### src/rtl/dot_acc_seq.sv
// Job sequencer and scale-aligning accumulator for the block-scaled dot-product engine.
// Collects i_len (value, scale) chunk results and emits one aligned, renormalised job result.
module dot_acc_seq #(
    parameter int dp_width = 21,
    parameter int acc_w    = 24,
    parameter int len_w    = 8
) (
    input  logic                       i_clk,
    input  logic                       i_rst_n,
    input  logic                       i_start,
    input  logic [len_w-1:0]           i_len,
    output logic                       o_busy,
    input  logic                       i_dp_valid,
    output logic                       o_dp_ready,
    input  logic signed [dp_width-1:0] i_dp,
    input  logic [7:0]                 i_scale,
    output logic                       o_res_valid,
    input  logic                       i_res_ready,
    output logic signed [acc_w-1:0]    o_res,
    output logic [7:0]                 o_res_scale,
    output logic                       o_ovf
);

    typedef enum logic [1:0] {IDLE, RUN, DRAIN, DONE} state_t;

    localparam logic signed [acc_w-1:0] MAX_V = {1'b0, {(acc_w-1){1'b1}}};
    localparam logic signed [acc_w-1:0] MIN_V = {1'b1, {(acc_w-1){1'b0}}};

    state_t                      state_q, state_d;
    logic [len_w-1:0]            rem_q, rem_d;
    logic                        stage_valid_q, stage_valid_d;
    logic signed [dp_width-1:0]  stage_dp_q, stage_dp_d;
    logic [7:0]                  stage_scale_q, stage_scale_d;
    logic                        first_q, first_d;
    logic signed [acc_w-1:0]     acc_q, acc_d;
    logic [7:0]                  scale_q, scale_d;
    logic                        ovf_q, ovf_d;

    logic                        accept;
    logic signed [acc_w-1:0]     in_ext;
    logic signed [acc_w-1:0]     acc_al;
    logic signed [acc_w-1:0]     in_al;
    logic [7:0]                  d;
    logic [7:0]                  big_scale;
    logic signed [acc_w:0]       sum;
    logic                        fits;

    // Arithmetic shift that saturates to the sign fill once the distance covers the whole word.
    function automatic logic signed [acc_w-1:0] ashr(input logic signed [acc_w-1:0] x,
                                                     input logic [7:0] sh);
        if (int'(sh) >= acc_w) begin
            ashr = {acc_w{x[acc_w-1]}};
        end else begin
            ashr = x >>> sh;
        end
    endfunction

    assign accept = i_dp_valid && (state_q == RUN) && (rem_q != '0);
    assign in_ext = acc_w'(stage_dp_q);

    always_comb begin
        if (stage_scale_q >= scale_q) begin
            d         = stage_scale_q - scale_q;
            big_scale = stage_scale_q;
            acc_al    = ashr(acc_q, d);
            in_al     = in_ext;
        end else begin
            d         = scale_q - stage_scale_q;
            big_scale = scale_q;
            acc_al    = acc_q;
            in_al     = ashr(in_ext, d);
        end
        sum  = {acc_al[acc_w-1], acc_al} + {in_al[acc_w-1], in_al};
        fits = (sum[acc_w] == sum[acc_w-1]);
    end

    always_comb begin
        state_d       = state_q;
        rem_d         = rem_q;
        stage_valid_d = 1'b0;
        stage_dp_d    = stage_dp_q;
        stage_scale_d = stage_scale_q;
        first_d       = first_q;
        acc_d         = acc_q;
        scale_d       = scale_q;
        ovf_d         = ovf_q;

        // Accumulate stage: consumes the beat staged on the previous edge.
        if (stage_valid_q) begin
            first_d = 1'b0;
            if (first_q) begin
                acc_d   = in_ext;
                scale_d = stage_scale_q;
            end else if (fits) begin
                acc_d   = sum[acc_w-1:0];
                scale_d = big_scale;
            end else if (big_scale == 8'hFF) begin
                acc_d   = sum[acc_w] ? MIN_V : MAX_V;
                scale_d = 8'hFF;
                ovf_d   = 1'b1;
            end else begin
                acc_d   = sum[acc_w:1];
                scale_d = big_scale + 8'd1;
            end
        end

        if (accept) begin
            stage_valid_d = 1'b1;
            stage_dp_d    = i_dp;
            stage_scale_d = i_scale;
            rem_d         = rem_q - len_w'(1);
        end

        case (state_q)
            IDLE: begin
                if (i_start) begin
                    acc_d   = '0;
                    scale_d = '0;
                    ovf_d   = 1'b0;
                    first_d = 1'b1;
                    if (i_len != '0) begin
                        rem_d   = i_len;
                        state_d = RUN;
                    end else begin
                        state_d = DONE;
                    end
                end
            end
            RUN: begin
                if (accept && (rem_q == len_w'(1))) begin
                    state_d = DRAIN;
                end
            end
            DRAIN: begin
                if (stage_valid_q) begin
                    state_d = DONE;
                end
            end
            DONE: begin
                if (i_res_ready) begin
                    state_d = IDLE;
                end
            end
            default: state_d = IDLE;
        endcase
    end

    always_ff @(posedge i_clk) begin
        if (!i_rst_n) begin
            state_q       <= IDLE;
            rem_q         <= '0;
            stage_valid_q <= 1'b0;
            stage_dp_q    <= '0;
            stage_scale_q <= '0;
            first_q       <= 1'b0;
            acc_q         <= '0;
            scale_q       <= '0;
            ovf_q         <= 1'b0;
        end else begin
            state_q       <= state_d;
            rem_q         <= rem_d;
            stage_valid_q <= stage_valid_d;
            stage_dp_q    <= stage_dp_d;
            stage_scale_q <= stage_scale_d;
            first_q       <= first_d;
            acc_q         <= acc_d;
            scale_q       <= scale_d;
            ovf_q         <= ovf_d;
        end
    end

    assign o_busy      = (state_q != IDLE);
    assign o_dp_ready  = (state_q == RUN) && (rem_q != '0);
    assign o_res_valid = (state_q == DONE);
    assign o_res       = acc_q;
    assign o_res_scale = scale_q;
    assign o_ovf       = ovf_q;

endmodule
### config.mk
export PLATFORM = sky130hd
export DESIGN_NAME = dot_acc_seq
export DESIGN_NICKNAME = d
export VERILOG_FILES = /design/src/rtl/dot_acc_seq.sv
export SDC_FILE = /design/constraint.sdc
export NUM_CORES = 1
export LEC_CHECK = 0
export CAP_MARGIN = 40
export CELL_PAD_IN_SITES_DETAIL_PLACEMENT = 1
export CELL_PAD_IN_SITES_GLOBAL_PLACEMENT = 2
export CORE_MARGIN = 1
export CORE_UTILIZATION = 31
export CTS_BUF_LIST = sky130_fd_sc_hd__clkbuf_16
export CTS_CLUSTER_DIAMETER = 150
export CTS_CLUSTER_SIZE = 40
export DETAILED_ROUTE_END_ITERATION = 7
export MAX_ROUTING_LAYER = met4
export PLACE_DENSITY = 0.84
export SYNTH_ARGS = -nofsm -noshare
export SYNTH_HDL_FRONTEND = slang
export SYNTH_SLANG_ARGS = --single-unit
### constraint.sdc
create_clock -name i_clk -period 5.88 [get_ports i_clk]
set_clock_uncertainty 0.15 [all_clocks]
set_input_delay 1.176 -clock i_clk [delete_from_list [all_inputs] [get_ports i_clk]]
set_output_delay 1.176 -clock i_clk [all_outputs]
set_load 0.1 [all_outputs]
# Word-level counts from Yosys, hierarchy flattened
# Index checks and enable logic that the tools add are counted.
dict set report op_classes {
  reduce_logical 9
  add_sub_neg 5
  n_eq_ne 10
  order_cmp 3
  n_mux 38
  n_shift 2
}
# operator count
set ops {}
lappend ops {{$mux 24} 11}
lappend ops {{$mux 8} 11}
lappend ops {{$add 24x24->25} 1}
lappend ops {{$sshr 21x8->24} 1}
lappend ops {{$sshr 24x8->24} 1}
lappend ops {{$ge 8x5->1 const B} 2}
lappend ops {{$reduce_bool 8->1} 2}
lappend ops {{$sub 8x8->8} 2}
lappend ops {{$mux 1} 10}
lappend ops {{$mux 2} 5}
lappend ops {{$add 8x1->8 const B} 1}
lappend ops {{$eq 8x1->1 const B} 1}
lappend ops {{$eq 8x8->1 const B} 1}
lappend ops {{$ge 8x8->1} 1}
lappend ops {{$pmux 2 s4} 1}
lappend ops {{$sub 8x1->8 const B} 1}
lappend ops {{$eq 2x2->1 const B} 2}
lappend ops {{$logic_and 1x1->1} 4}
lappend ops {{$ne 2x1->1 const B} 2}
lappend ops {{$ne 2x2->1 const B} 2}
lappend ops {{$reduce_and 4->1} 1}
lappend ops {{$eq 2x1->1 const B} 1}
lappend ops {{$logic_not 2->1} 1}
lappend ops {{$reduce_bool 2->1} 1}
lappend ops {{$eq 1x1->1} 1}
dict set report totals {
  out_inout_bits 36
  word_cells 76
  reg_bits 74
  inputBits 42
}

# Depth between registers and ports, before layout
dict set report logic_depth {
  word_depth 12
  ltp_mapped 26
  depth_no_buf 23
}

# Worst setup path before layout
# OpenSTA, ideal clock, no wires.
dict set report synth_timing {
  path_type {register -> register}
  startpoint {register scale_q[4], in the netlist o_res_scale[4]}
  endpoint {register scale_q[7], in the netlist o_res_scale[7]}
  t_required_ps 5594
  path_slack_ps -716
  path_stages_with_launch 25
  setup_ps 136
  synth_period_minus_slack_ps 6596
  arrival_ps 6310
  path_cell_list {dfxtp_1 > inv_1 > ha_1 > clkbuf_1 > a21oi_1 > nor2_1 > o21a_1 > or4_1 > a21oi_1 > buf_2 > nand3_1 > a211oi_1 > a21oi_1 > a221o_1 > ha_1 > a211oi_1 > o21a_1 > nor4_1 > o2111ai_1 > and2_1 > xnor2_1 > buf_2 > nor2_1 > nor2_1 > a31oi_1}
}
dict set report synth_between {
  elab_chain_len 11
  elab_cells_between_ends 22
  cone_classes {add/sub: 4; order compare: 3; eq/ne: 2; shift: 2; mux: 11}
}
# item line_no
set synth_lines {}
lappend synth_lines {{start: declaration} 36} ;# logic [7:0] scale_q, scale_d;
lappend synth_lines {{start signal: assignment} 167} ;# scale_q <= scale_d;
lappend synth_lines {{$sub 8x8->8 (on tied branches)} {63, 68}}
lappend synth_lines {{$sshr 24x8->24, or another cell as far along} 54} ;# ashr = x >>> sh;
lappend synth_lines {{$mux 24} 51} ;# if (int'(sh) >= acc_w) begin
lappend synth_lines {{$mux 24} 62} ;# if (stage_scale_q >= scale_q) begin
lappend synth_lines {{$add 24x24->25} 73} ;# sum = {acc_al[acc_w-1], acc_al} + {in_al[acc_w-1], in_al};
lappend synth_lines {{$eq 1x1->1} 74} ;# fits = (sum[acc_w] == sum[acc_w-1]);
lappend synth_lines {{$mux 8 *} 94} ;# end else if (fits) begin
lappend synth_lines {{$mux 8 *} 91} ;# if (first_q) begin
lappend synth_lines {{$mux 8 *} 89} ;# if (stage_valid_q) begin
lappend synth_lines {{$mux 8} 116} ;# if (i_start) begin
lappend synth_lines {{$mux 8 *} 114} ;# case (state_q)
# Mark *: on every way between the ends. The rest lies on a longest branch, timed or not.
# A chain may end at the register's enable or synchronous reset.

# Final worst setup path
dict set report layout_timing {
  startpoint {register scale_q[1], in the netlist o_res_scale[1]}
  endpoint {register acc_q[7], in the netlist o_res[7]}
}
dict set report layout_between {
  elab_chain_len 12
  elab_cells_between_ends 22
  cone_classes {add/sub: 3; order compare: 3; eq/ne: 2; shift: 2; mux: 12}
}
# item line_no
set layout_lines {}
lappend layout_lines {{$sub 8x8->8 (on tied branches)} {63, 68}}
lappend layout_lines {{$sshr 24x8->24, or another cell as far along} 54}
lappend layout_lines {{$mux 24} 51}
lappend layout_lines {{$mux 24} 62}
lappend layout_lines {{$add 24x24->25} 73}
lappend layout_lines {{$mux 24} 98} ;# acc_d = sum[acc_w] ? MIN_V : MAX_V;
lappend layout_lines {{$mux 24} 97} ;# end else if (big_scale == 8'hFF) begin
lappend layout_lines {{$mux 24 *} 94}
lappend layout_lines {{$mux 24 *} 91}
lappend layout_lines {{$mux 24 *} 89}
lappend layout_lines {{$mux 24} 116}
lappend layout_lines {{$mux 24 *} 114}
lappend layout_lines {{end signal: assignment} 156} ;# acc_q <= '0;
lappend layout_lines {{end signal: assignment} 166} ;# acc_q <= acc_d;
lappend layout_lines {{end: declaration} 35} ;# logic signed [acc_w-1:0] acc_q, acc_d;
# Marked as above.

==> impl_metrics.tcl <==
set metrics [dict create \
    cts.reportedPaths.clkPinSlew_ns 0.07 \
    detailedPlace.worstSlack_ns -0.1635 \
    ctsHtreeMaxLevel 3 \
    cts_tree "done" \
    drt_first_iter_violations 926 \
    post_synthesis_net_count 1393 \
    buffer_ports.inserted 77 \
    final-hold-violation-count 0 \
    grt_first_pass_wirelength_um 70640 \
    regToRegSetupSlack_ns 0.05 \
    num_io_pins 78 \
    period_share_pct 99.21 \
    finalNetCount 1637 \
    startpoint_type "flip-flop" \
    max_freq_mhz 171.4 \
    layout-drive-gt1-share_pct 25.95 \
    yosys.area.top_type "dfxtp_1" \
    core_area_um2 28700 \
    vdd_ir_max_v 0.0002894 \
    syn_inst 1300 \
    sequential_area_share_after_synthesis_pct 16.35 \
    path_buf_inv 5 \
    post_synth.cell_area_avg_um2 6.971 \
    setup-tns-final_ns 0 \
    leakage_nw 5.301 \
    maxSlewViolCount 0 \
    yosys_warning_total 0 \
    cp_top_family "compound AO/OA/AOI/OAI gates" \
    setup_viol 0 \
    synth.ff_latch_count 74 \
    via_per_inst 5.954 \
    worstSetupEndpointType "flip-flop" \
    dp_hpwl_um 36390 \
    vertical_die_dimension_um 173.0 \
    ys_types 75 \
    detail_route.drc_violations 0 \
    timing.critical_path.fanout_max 10 \
    worstSkewPairLatency_ns 0.37 \
    globalplace.congestion 0.9755 \
    number_of_buffers_created_by_cts 9 \
    initial_utilization_pct 31.57 \
    r2r.worst_path.cells 25 \
    overall_via_count_from_detail_route 11520 \
    min_from "o_ovf$_SDFF_PN0_" \
    first_global_vias 11730 \
    clock_tree.buffer_depth 2 \
    synth_async_sr_flop_share_pct 0 \
    top_post_synthesis_cells_by_area "dfxtp_1 (16%), nand2_1 (8.0%), a21oi_1 (6.7%), ha_1 (6.6%), o21ai_0 (5.7%)" \
    cts.sink_count 74 \
    rr_startpoint "o_res_scale[1]$_SDFF_PN0_" \
    layout_min_cycle_time_ns 5.833 \
    power_per_standard_cell_area_nw_per_um2 655.1 \
    max_cap_viol_count 0 \
    transition_time_at_the_pin_with_the_least_slew_margin_ns 0.9178 \
    drt_wl_total_um 46050 \
    drt-wirelength-per-cell_um 23.81 \
    min_to "o_ovf$_SDFF_PN0_" \
    path_class "reg2reg" \
    synth_area_um2 9062 \
    timing.critical_path.slowest_cell_delay_ns 0.46 \
    rsz0062_at_grt "true" \
    ys_dominant_reg_cell "dfxtp_1" \
    slew_headroom_pct 38.82 \
    ctsHoldBuffers 0 \
    final.fill_count 3528 \
    maximum_number_of_pins_on_one_net_before_global_route_repair 49 \
    crit_slowest_cell "or4_4" \
    status "finished clean" \
    total_overflow_reported_by_the_global_router 0 \
    hp-class "reg2reg" \
    cp_data_required_time_ns 6.05 \
    antenna_violations_before_repair 0 \
    final_antenna_net_count 0 \
    grt_use_total_pct 31.33 \
    dieWidth_um 173.0 \
    cp.arrival_ns 6.00 \
    post-synth-top-area-fraction_pct 16.35 \
    rows 62 \
    timing.final.ws_setup_ns 0.04659 \
    r2r_end "o_res[7]$_SDFF_PN0_" \
    number_of_enable_flip_flop_cells_after_synthesis 0 \
    drt_pass1_iterations 5 \
    layout_stage_area_growth_over_the_synthesis_result_pct 44.14 \
    holdPathStages 2 \
    clock-root-buffer "clkbuf_16" \
    die_area_um2 29920 \
]
-- cell usage in the layout, fill, tap and decap left out, types with 14 or more instances in the layout --
cell type        Yosys  layout
buf_8                0      36
clkdlybuf4s50_1      0      77
nand3_1             43      42
nor3_1              20      17
a21boi_0            32      31
and2_1              18      17
buf_4                0     198
ha_1                48      41
a21oi_2              0      14
o211ai_1            19      19
o221ai_1            15      15
a31oi_1             34      32
xnor2_1             26      23
a21oi_1            122     108
inv_1               44      44
dfxtp_1             74      66
nor2_1             102      96
mux2i_1             45      40
o21ai_0            103      82
o31a_1              17      17
nand2_1            193     189
mux2_2              14      14
o21ai_1              3      17
a211oi_1            23      16
-- metal layers --
metal | share of wire, % | vias up | track usage (%)
met5 | 0 | - | -
met4 | 3.6 | 0 | 12.24
met3 | 5.0 | 103 | 3.056
met2 | 48 | 420 | 51.23
met1 | 44 | 5691 | 39.70
li1 | - | 5301 | -
-- Yosys cell counts, types with 7 or more instances --
| library cell | number |
|---|---|
| o31ai_1 | 7 |
| a21o_1 | 14 |
| a221oi_1 | 9 |
| xnor2_1 | 26 |
| mux2i_1 | 45 |
| inv_1 | 44 |
| clkbuf_1 | 76 |
| o21bai_1 | 7 |
| a31oi_1 | 34 |
| o221ai_1 | 15 |
| nand4_1 | 10 |
| and3_1 | 11 |
| a211oi_1 | 23 |
| o211ai_1 | 19 |
| nor2_1 | 102 |
| o21ai_0 | 103 |
| dfxtp_1 | 74 |
| ha_1 | 48 |
| mux4_2 | 13 |
| nand2b_1 | 7 |
| nand3_1 | 43 |
| nor4_1 | 16 |
| buf_1 | 8 |
| o31a_1 | 17 |
| a21oi_1 | 122 |
| mux2_2 | 14 |
| a221o_1 | 8 |
| nor3_1 | 20 |
| nand2_1 | 193 |
| and2_1 | 18 |
| a21boi_0 | 32 |
| o21a_1 | 14 |
| nor2b_1 | 10 |
| xor2_1 | 11 |
-- what timing repair did --
item	in CTS	in global routing
setup endpoints to repair	29	32
gates resized for setup	23	109
hold endpoints to repair	0	0
buffers inserted	3	11
pin swaps	4	25
-- metrics by stage --
| stage | power (W) | instance area [µm²] | cells | utilization (%) | hold WS [ns] |
|---|---|---|---|---|---|
| finish | 0.008557 | 13060 | 1934 | 45.51 | 0.3279 |
| global route | 0.009067 | 13060 | 1933 | 45.50 | 0.3814 |
| CTS | 0.007928 | 12520 | 1922 | 43.61 | 0.3434 |
| detailed placement | 0.007218 | 12140 | 1903 | 42.31 | 0.3225 |
| global placement | 0.007063 | 11520 | 1865 | 40.14 | 0.3044 |
| floorplan | 0.004372 | 9102 | 1300 | - | 0.3158 |
-- registers in the layout (all words and copies together) (netlist names) --
register       count
stage_dp_q        21
state_q            2
o_res_scale        8
first_q            1
stage_scale_q      8
o_ovf              1
o_res             24
stage_valid_q      1
rem_q              8
-- logic make-up (layout without fill, tap and decap cells) --
family | Yosys count | in the layout | synth area share [%]
and+or+nand+nor | 452 | 452 | 22.52
buffers and inverters | 138 | 387 | 5.882
AOI/OAI and AO/OA | 475 | 475 | 34.34
DFF | 74 | 74 | 16.35
muxes | 72 | 72 | 9.941
adders and majority gates | 52 | 52 | 7.400
xor gates and xnor gates | 37 | 37 | 3.576
other | 0 | 1 | 0
-- tightest hold or removal path, stage by stage, from the launching register on --
cell and delay (ns):
dfxtp_1 0.33, a21oi_1 0.04, nor2_1 0.07
-- worst max path at each step --
stage | start | slack [ns] | depth (start not counted) | end
6_report | o_res_scale[1]$_SDFF_PN0_ | 0.05 | 25 | o_res[7]$_SDFF_PN0_
4_1_cts | o_res_scale[2]$_SDFF_PN0_ | 0.007 | 26 | o_res[10]$_SDFF_PN0_
2_1_floorplan | o_res_scale[4]$_SDFF_PN0_ | 0.001 | 24 | o_res_scale[6]$_SDFF_PN0_
3_3_place_gp | o_res_scale[1]$_SDFF_PN0_ | -0.06 | 26 | o_res_scale[4]$_SDFF_PN0_
5_1_grt | stage_scale_q[0]$_SDFFE_PN0P_ | -0.13 | 27 | o_res[7]$_SDFF_PN0_
3_5_place_dp | stage_scale_q[0]$_SDFFE_PN0P_ | -0.16 | 23 | o_res_scale[4]$_SDFF_PN0_
-- where the power goes --
group | internal [W] | leakage (nW) | switching [W] | total (W)
clock network | 0.000333 | 0.146 | 0.000261 | 0.000594
logic | 0.00305 | 4.55 | 0.00425 | 0.00729
registers | 0.000565 | 0.606 | 0.000106 | 0.000671
-- cell type report --
| type | instances | area [µm²] | area share [%] |
|---|---|---|---|
| multi-input combinational | 1088 | 7560 | 57.87 |
| timing repair buffer | 324 | 3035 | 23.24 |
| clock inverter | 7 | 76.32 | 0.5843 |
| inverter | 47 | 176.4 | 1.351 |
| antenna | 1 | 2.502 | 0.01916 |
| sequential | 74 | 1506 | 11.53 |
| tap | 384 | 480.5 | 3.678 |
| clock buffer | 9 | 225.2 | 1.724 |
No activity file was read; power rests on OpenSTA's default activity.
